--- config.mk ---
export PLATFORM = sky130hd
export DESIGN_NAME = contador_pop_param
export DESIGN_NICKNAME = d
export VERILOG_FILES = /design/src/rtl/contador_pkg.sv /design/src/rtl/contador_cell.sv /design/src/rtl/contador_pop_param.sv
export SDC_FILE = /design/constraint.sdc
export NUM_CORES = 1
export LEC_CHECK = 0
export CORE_UTILIZATION = 48
export DETAILED_ROUTE_END_ITERATION = 16
export PLACE_DENSITY_LB_ADDON = 0.15
export SLEW_MARGIN = 20
export SYNTH_ARGS = -nofsm -noshare
export SYNTH_HDL_FRONTEND = slang
export SYNTH_HIERARCHICAL = 1
export SYNTH_SLANG_ARGS = --single-unit
--- constraint.sdc ---
create_clock -name clk -period 1.7 [get_ports clk]
set_input_delay 0.255 -clock clk [delete_from_list [all_inputs] [get_ports clk]]
set_output_delay 0.255 -clock clk [all_outputs]
set_load 0.03 [all_outputs]
--- src/rtl/contador_pkg.sv ---
// rtl/contador_pkg.sv - shared state encoding and parameter checks for the pop counter
package contador_pkg;

  // Readout FSM: counting always runs; reads are only served in S_READ.
  typedef enum logic {
    S_COUNT = 1'b0,
    S_READ  = 1'b1
  } state_t;

  localparam int MAX_CH = 8;

  // True when an IDX_W-bit index can address every one of num_ch channels.
  function automatic bit idx_fits(input int num_ch, input int idx_w);
    return (64'd1 << idx_w) >= 64'(num_ch);
  endfunction

  // True when the channel count is inside the supported range.
  function automatic bit ch_count_ok(input int num_ch);
    return (num_ch >= 1) && (num_ch <= MAX_CH);
  endfunction

endpackage

--- src/rtl/contador_cell.sv ---
// rtl/contador_cell.sv - one channel counter with wrap/saturate, read-clear and sticky overflow
module contador_cell
  import contador_pkg::*;
#(
  parameter int CNT_W    = 5,
  parameter bit SATURATE = 1'b0
) (
  input  logic             clk,
  input  logic             reset_L,
  input  logic             inc,
  input  logic             clr,
  input  logic             rd_clr,
  output logic [CNT_W-1:0] cnt,
  output logic             ovf
);

  localparam logic [CNT_W-1:0] CNT_MAX = '1;
  localparam logic [CNT_W-1:0] CNT_ONE = CNT_W'(1);

  logic at_max;

  assign at_max = (cnt == CNT_MAX);

  // Counter and overflow flag: clr beats read-clear, read-clear keeps a same-cycle pop, then plain counting.
  always_ff @(posedge clk or negedge reset_L) begin
    if (!reset_L) begin
      cnt <= '0;
      ovf <= 1'b0;
    end else if (clr) begin
      cnt <= '0;
      ovf <= 1'b0;
    end else if (rd_clr) begin
      cnt <= inc ? CNT_ONE : '0;
    end else if (inc) begin
      if (at_max) begin
        ovf <= 1'b1;
        cnt <= SATURATE ? CNT_MAX : '0;
      end else begin
        cnt <= cnt + CNT_ONE;
      end
    end
  end

endmodule

--- src/rtl/contador_pop_param.sv ---
// rtl/contador_pop_param.sv - parametrised per-channel pop counter with idle-gated readout
module contador_pop_param
  import contador_pkg::*;
#(
  parameter int NUM_CH      = 5,
  parameter int CNT_W       = 5,
  parameter int IDX_W       = 3,
  parameter bit SATURATE    = 1'b0,
  parameter bit CLR_ON_READ = 1'b0
) (
  input  logic              clk,
  input  logic              reset_L,
  input  logic [NUM_CH-1:0] pop,
  input  logic              idle,
  input  logic              req,
  input  logic [IDX_W-1:0]  idx,
  input  logic              clr,
  output logic [CNT_W-1:0]  data_out,
  output logic              valid,
  output logic              err,
  output logic [NUM_CH-1:0] ovf
);

  localparam bit PARAM_OK = idx_fits(NUM_CH, IDX_W) && ch_count_ok(NUM_CH);
  localparam logic [IDX_W:0] NUM_CH_X = (IDX_W + 1)'(NUM_CH);

  generate
    if (!PARAM_OK) begin : g_bad_param
      $error("contador_pop_param: NUM_CH must be 1..8 and fit in IDX_W bits");
    end
  endgenerate

  state_t           state;
  state_t           state_nxt;
  logic             idx_in_range;
  logic             rd_hit;
  logic             rd_miss;
  logic [CNT_W-1:0] rd_data;
  logic [CNT_W-1:0] cnt_arr [NUM_CH];
  logic [NUM_CH-1:0] rd_clr;

  assign idx_in_range = ({1'b0, idx} < NUM_CH_X);

  // State register; reset returns to counting-only mode.
  always_ff @(posedge clk or negedge reset_L) begin
    if (!reset_L) begin
      state <= S_COUNT;
    end else begin
      state <= state_nxt;
    end
  end

  // Next state follows idle; reads and index errors are only decoded in S_READ.
  always_comb begin
    state_nxt = state;
    rd_hit    = 1'b0;
    rd_miss   = 1'b0;
    case (state)
      S_COUNT: begin
        if (idle) state_nxt = S_READ;
      end
      S_READ: begin
        if (!idle) state_nxt = S_COUNT;
        if (req) begin
          if (idx_in_range) rd_hit  = 1'b1;
          else              rd_miss = 1'b1;
        end
      end
      default: state_nxt = S_COUNT;
    endcase
  end

  // Read mux: selects the current (pre-update) count of the addressed channel.
  always_comb begin
    rd_data = '0;
    for (int i = 0; i < NUM_CH; i++) begin
      if (idx == IDX_W'(i)) rd_data = cnt_arr[i];
    end
  end

  genvar g;
  generate
    for (g = 0; g < NUM_CH; g++) begin : g_cell
      assign rd_clr[g] = CLR_ON_READ && rd_hit && (idx == IDX_W'(g));

      contador_cell #(
        .CNT_W    (CNT_W),
        .SATURATE (SATURATE)
      ) u_cell (
        .clk     (clk),
        .reset_L (reset_L),
        .inc     (pop[g]),
        .clr     (clr),
        .rd_clr  (rd_clr[g]),
        .cnt     (cnt_arr[g]),
        .ovf     (ovf[g])
      );
    end
  endgenerate

  // Output registers: valid/err are single-cycle pulses, data_out only moves on a served read.
  always_ff @(posedge clk or negedge reset_L) begin
    if (!reset_L) begin
      data_out <= '0;
      valid    <= 1'b0;
      err      <= 1'b0;
    end else begin
      valid <= rd_hit;
      err   <= rd_miss;
      if (rd_hit) data_out <= rd_data;
    end
  end

endmodule

==> After elaboration in Yosys (flattened, before gate mapping) <==
Index checks and enable logic that the tools add are counted.
{ "classes": {"add_sub_neg": 5, "order_cmp": 1, "n_eq_ne": 9, "n_mux": 42, "n_reduce_logical": 16} }
{ "ops": {"columns": ["op", "n"], "rows": [
  ["two-way mux 5 bit", 20],
  ["adder 5 x 1 -> 5 bit (second input constant)", 5],
  ["equality test 5 bit (second input constant)", 5],
  ["two-way mux 1 bit", 22],
  ["nonzero test 2 bit", 10],
  ["AND reduction 2 bit", 5],
  ["equality test 3 x 2 -> 1 bit (second input constant)", 2],
  ["equality test 3 x 1 -> 1 bit (second input constant)", 1],
  ["equality test 3 bit (second input constant)", 1],
  ["zero test 3 bit", 1],
  ["< comparator 3 bit (second input constant)", 1]
]} }
{ "totals": {"reg_bits": 38, "in_bits": 13, "out_inout_bits": 12, "elab_cells": 87} }

==> Depth between registers and ports, before layout <==
{ "depth": {"word_depth": 6, "mapped_depth": 6, "mapped_depth_nobuf": 6} }

==> By module <==
The synthesis kept the hierarchy.
{ "modules_own_cells": {"columns": ["module", "n_inst", "cells_each", "area_each_um2", "seq_area_each_um2"], "rows": [
  ["contador_cell", 5, 31, 329.1, 150.1],
  ["contador_pop_param", 1, 55, 566.8, 200.2]
]} }

==> Worst setup path before layout <==
Ideal clock, no wire load.
{ "synth_path": {"path_type": "register to register", "from": "register g_cell[4].u_cell.cnt[0]", "to": "register g_cell[4].u_cell.cnt[3]", "setup_ns": 0.087, "arrival_time_ns": 1.691, "required_time_ns": 1.613, "path_slack_ns": -0.077, "path_stages_with_launch": 6, "n_path_buf": 0, "period_less_slack_ns": 1.777, "cell_sequence": "dfrtp_1 ha_1 and3_1 ha_1 or4_4 a211oi_2"} }
{ "synth_via": {"elab_chain_cells": 4, "word_cells_on_any_way": 5, "cone_classes": "1 x add/sub; 1 x eq/ne; 3 x mux"} }
{ "synth_rtl": {"columns": ["element", "line", "source"], "rows": [
  ["start: declaration", "contador_cell.sv:13", "output logic [CNT_W-1:0] cnt,"],
  ["start signal: assignment", "contador_cell.sv:33", "cnt <= inc ? CNT_ONE : '0;"],
  ["start signal: assignment", "contador_cell.sv:37", "cnt <= SATURATE ? CNT_MAX : '0;"],
  ["start signal: assignment", "contador_cell.sv:39", "cnt <= cnt + CNT_ONE;"],
  ["adder 5 x 1 -> 5 bit or equality test 5 bit (tied branches)", "contador_cell.sv:39, contador_cell.sv:22", null],
  ["two-way mux 5 bit *", "contador_cell.sv:35", "if (at_max) begin"],
  ["two-way mux 5 bit *", "contador_cell.sv:34", "end else if (inc) begin"],
  ["two-way mux 5 bit *", "contador_cell.sv:29", "end else if (clr) begin"]
]} }
Mark *: on every way between the ends. The rest lies on a longest branch, timed or not. The select of a mux whose other input is x is not followed.
A chain may end at the register's enable or synchronous reset.

==> Worst setup path after layout <==
{ "layout_path": {"from": "register g_cell[3].u_cell.cnt[1]", "to": "register g_cell[3].u_cell.cnt[3]"} }
{ "layout_via": {"elab_chain_cells": 4, "word_cells_on_any_way": 5, "cone_classes": "1 x add/sub; 1 x eq/ne; 3 x mux"} }
{ "layout_rtl": {"columns": ["element", "line"], "rows": [
  ["start: declaration", "contador_cell.sv:13"],
  ["start signal: assignment", "contador_cell.sv:33"],
  ["start signal: assignment", "contador_cell.sv:37"],
  ["start signal: assignment", "contador_cell.sv:39"],
  ["adder 5 x 1 -> 5 bit or equality test 5 bit (tied branches)", "contador_cell.sv:39, contador_cell.sv:22"],
  ["two-way mux 5 bit *", "contador_cell.sv:35"],
  ["two-way mux 5 bit *", "contador_cell.sv:34"],
  ["two-way mux 5 bit *", "contador_cell.sv:29"]
]} }
Marked as above.

==> metrics.md <==
| Metric | Value |
|---|---|
| Outcome | completed |
| Most common cell in the netlist | dfrtp_1 |
| Core area | approximately 0.0044 mm² |
| Critical Path Fanout Max | 3 |
| # resized after CTS | 0 |
| Wire per inst | 13.4 µm |
| Final setup violation count | 0 |
| Req. time, crit path | 1.91 ns |
| DR iter-0 viols | 97 |
| 1st-pass router iterations | 4 |
| Area delta synth->final | 37.3% |
| Vias in the first global route | 1894 |
| Largest net degree at the start of global routing | 39 |
| CP max-delay cell | or4_4 |
| Post-synthesis register bit count | 38 |
| N_diodes | 0 |
| Vias | 1840 |
| Slowest stage delay, CP | between 0.4 and 0.5 ns |
| Unrepaired setup endpoints after global routing | true |
| Top cell type's share of synthesized area | 43.0% |
| Worst endpoint data arrival time | 1.86 ns |
| Top cells by count, synth | dfrtp_1 (38), nor2_1 (16), nor3_1 (15) |
| Syn avg cell area | 10.5 µm² |
| Setup Skew | 0.00216 ns |
| Routability Congestion | between 0.8 and 0.9 |
| Die Wd | 69.9 µm |
| M2 GR Usage | 37.2% |
| Routed Wire Length | 4730 µm |
| Ports placed on the boundary | 25 |
| Initial antenna violation count | 0 |
| Gr ovfl total | 0 |
| Ys flop type | dfrtp_1 |
| Clock root cell | clkbuf_8 |
| Post-Synthesis Cells | 210 |
| Final Cycle Share | 97.3% |
| DR vias/cell | 5.23 |
| Worst-Skew Late Latency | 0.29 ns |
| Setup ws final | 0.0467 ns |
| Critical path cell sequence | ha_2, and3_4, ha_4, or4_4, a211oi_2 |
| Busiest metal layer after global routing | met2 |
| Distinct cells, synth | 32 |
| Cell Area, Placed | 0.00291 mm² |
| Post-synth EDFFs | 0 |
| # DRC | 0 |
| Die height | 69.9 µm |
| First-pass GRT wire length | 8450 µm |
| Row cnt | 24 |
| Routed Antenna Nets | 0 |
| Fmax | 605 MHz |
| Post-DP HPWL | about 3400 µm |
| Setup Crit Path Kind | reg2reg |
| Max-cap violations | 0 |
| Syn. warnings | 6 |
| Final worst path period need | 1.65 ns |
| CTS tree | yes |
| Hold Fails Final Rpt | 0 |
| Placed instance count | 339 |
| Synth area leader | dfrtp_1 |
| Synth area leaders | dfrtp_1 (43%), ha_1 (5.7%), mux2i_1 (4.5%) |
| VDD IR max | approximately 0.38 mV |
| Fillers | 341 |
| Fin cells | 352 |
| Total Routing Usage GR | 21.9% |
| M3 GR Usage | 4.62% |
| CTS clk-pin slew, worst paths | ~0.07 ns |
| CTS max path bufs | 2 |
| H-tree Lvls | 2 |
| Slew Viols, Final | 0 |
| Crit path buf inv count | 0 |
| Die ar. | ~0.005 mm² |
| Final Core Density | 69.3% |
| Starting Density | 50.5% |
| Crit start category | register |
| CP delay by family, top | simple AND/OR/NAND/NOR gates |
| Leakage | 1.37 nW |
| Endpoint type of the worst setup path | register |
| Final #Nets | 322 |
| Hold Path Class | in2reg |
| Final Cell Area | roughly 0.0030 mm² |
| Share of cells above drive strength 1 | 30.7% |
| Port Buf Inserts | 24 |
| Routing usage on met1 | 27.0% |
| CTS buffer count | 5 |
| Post-synthesis cell area | 0.00221 mm² |
| Asr flop ratio synth | 100% |
| Pwr dens | between 600 and 700 mW/mm² |
| Clock Sinks | 38 |
| Pre-CTS setup slack | -0.132 ns |
| Post-synthesis sequential area ratio | 43.0% |
## worst paths after layout
path	slack, ns	cells past startpoint	start	endpoint
min in group asynchronous	0.45	3	reset_L	g_cell[3].u_cell/ovf$_DFFE_PN0P_
hold / removal	0.40	1	idle	state$_DFF_PN0_
hold reg to reg	0.50	2	g_cell[1].u_cell/ovf$_DFFE_PN0P_	g_cell[1].u_cell/ovf$_DFFE_PN0P_
setup reg to reg	0.05	5	g_cell[3].u_cell/cnt[1]$_DFFE_PN0P_	g_cell[3].u_cell/cnt[3]$_DFFE_PN0P_
max in group asynchronous	1.06	3	reset_L	err$_DFF_PN0_
setup / recovery	0.05	5	g_cell[3].u_cell/cnt[1]$_DFFE_PN0P_	g_cell[3].u_cell/cnt[3]$_DFFE_PN0P_
## worst reg2reg max path, cell delays in order (launching register included)
cell and delay, ns:
dfrtp_1 0.39, ha_2 0.20, and3_4 0.19, ha_4 0.15, or4_4 0.47, a211oi_2 0.18
## registers in the layout (all words and copies together) (netlist names)
name / cells
err: 1
g_cell.u_cell/ovf: 5
state: 1
valid: 1
g_cell.u_cell/cnt: 25
data_out: 5
## repair_timing
| action | 4_1_cts | 5_1_grt |
|---|---|---|
| hold endpoints to repair | 38 | 0 |
| hold buffers | 1 | 0 |
| endpoints found under the setup margin | 0 | 5 |
| setup buffers | 0 | 4 |
## power breakdown
part           internal [mW]  switching [mW]  total (mW)  leakage (nW)
logic                  0.139           0.169       0.308         0.799
clock network          0.327           0.313       0.640        0.0482
registers              0.929          0.0151       0.944         0.519
## layer usage
layer,share of wire (%),wire [µm]
met5,0,0
met3,2.6,121
met4,1.8,85
met2,48,2270
met1,48,2250
## placed cells by master (no fill, tap or decap), drive strengths merged, types with 11 or more instances in the layout
cell type / Yosys / routed
dfrtp: 38 / 38
nor3: 15 / 15
buf: 7 / 36
clkdlybuf4s50: 0 / 23
nor2: 17 / 17
nand3: 11 / 11
o21ai: 21 / 21
inv: 11 / 11
conb: 1 / 30
## logic make-up (layout without fill, tap and decap cells)
family | count (synthesis) | after routing | synth area share, %
AOI/OAI and AO/OA | 57 | 57 | 17.1
other | 1 | 30 | 0.170
buffers and inverters | 18 | 79 | 5.71
DFF | 38 | 38 | 43.0
muxes | 15 | 15 | 7.24
adders and majority gates | 10 | 10 | 5.66
and+or+nand+nor | 71 | 71 | 21.1
## metrics by stage
step / power, mW / hold WS [ns] / TNS [ns]
2_1_floorplan: 1.12 / -0.0406 / 0
3_3_place_gp: 1.26 / 0.238 / -0.435
3_5_place_dp: 1.26 / 0.239 / -0.568
4_1_cts: 1.91 / 0.394 / 0
5_1_grt: 1.97 / 0.390 / -0.0308
6_report: 1.89 / 0.399 / 0
## area by class of cell
type                    count  area (µm²)  area share, %
repair buffers             60         533           17.5
flip-flops and latches     38         951           31.3
multi-input cells         183        1340           44.2
clock buffers               7        86.3           2.84
well taps                  52        65.1           2.14
clock inverters             1        5.00          0.165
inverters                  11        53.8           1.77
Power figures use the tool's default switching activity.
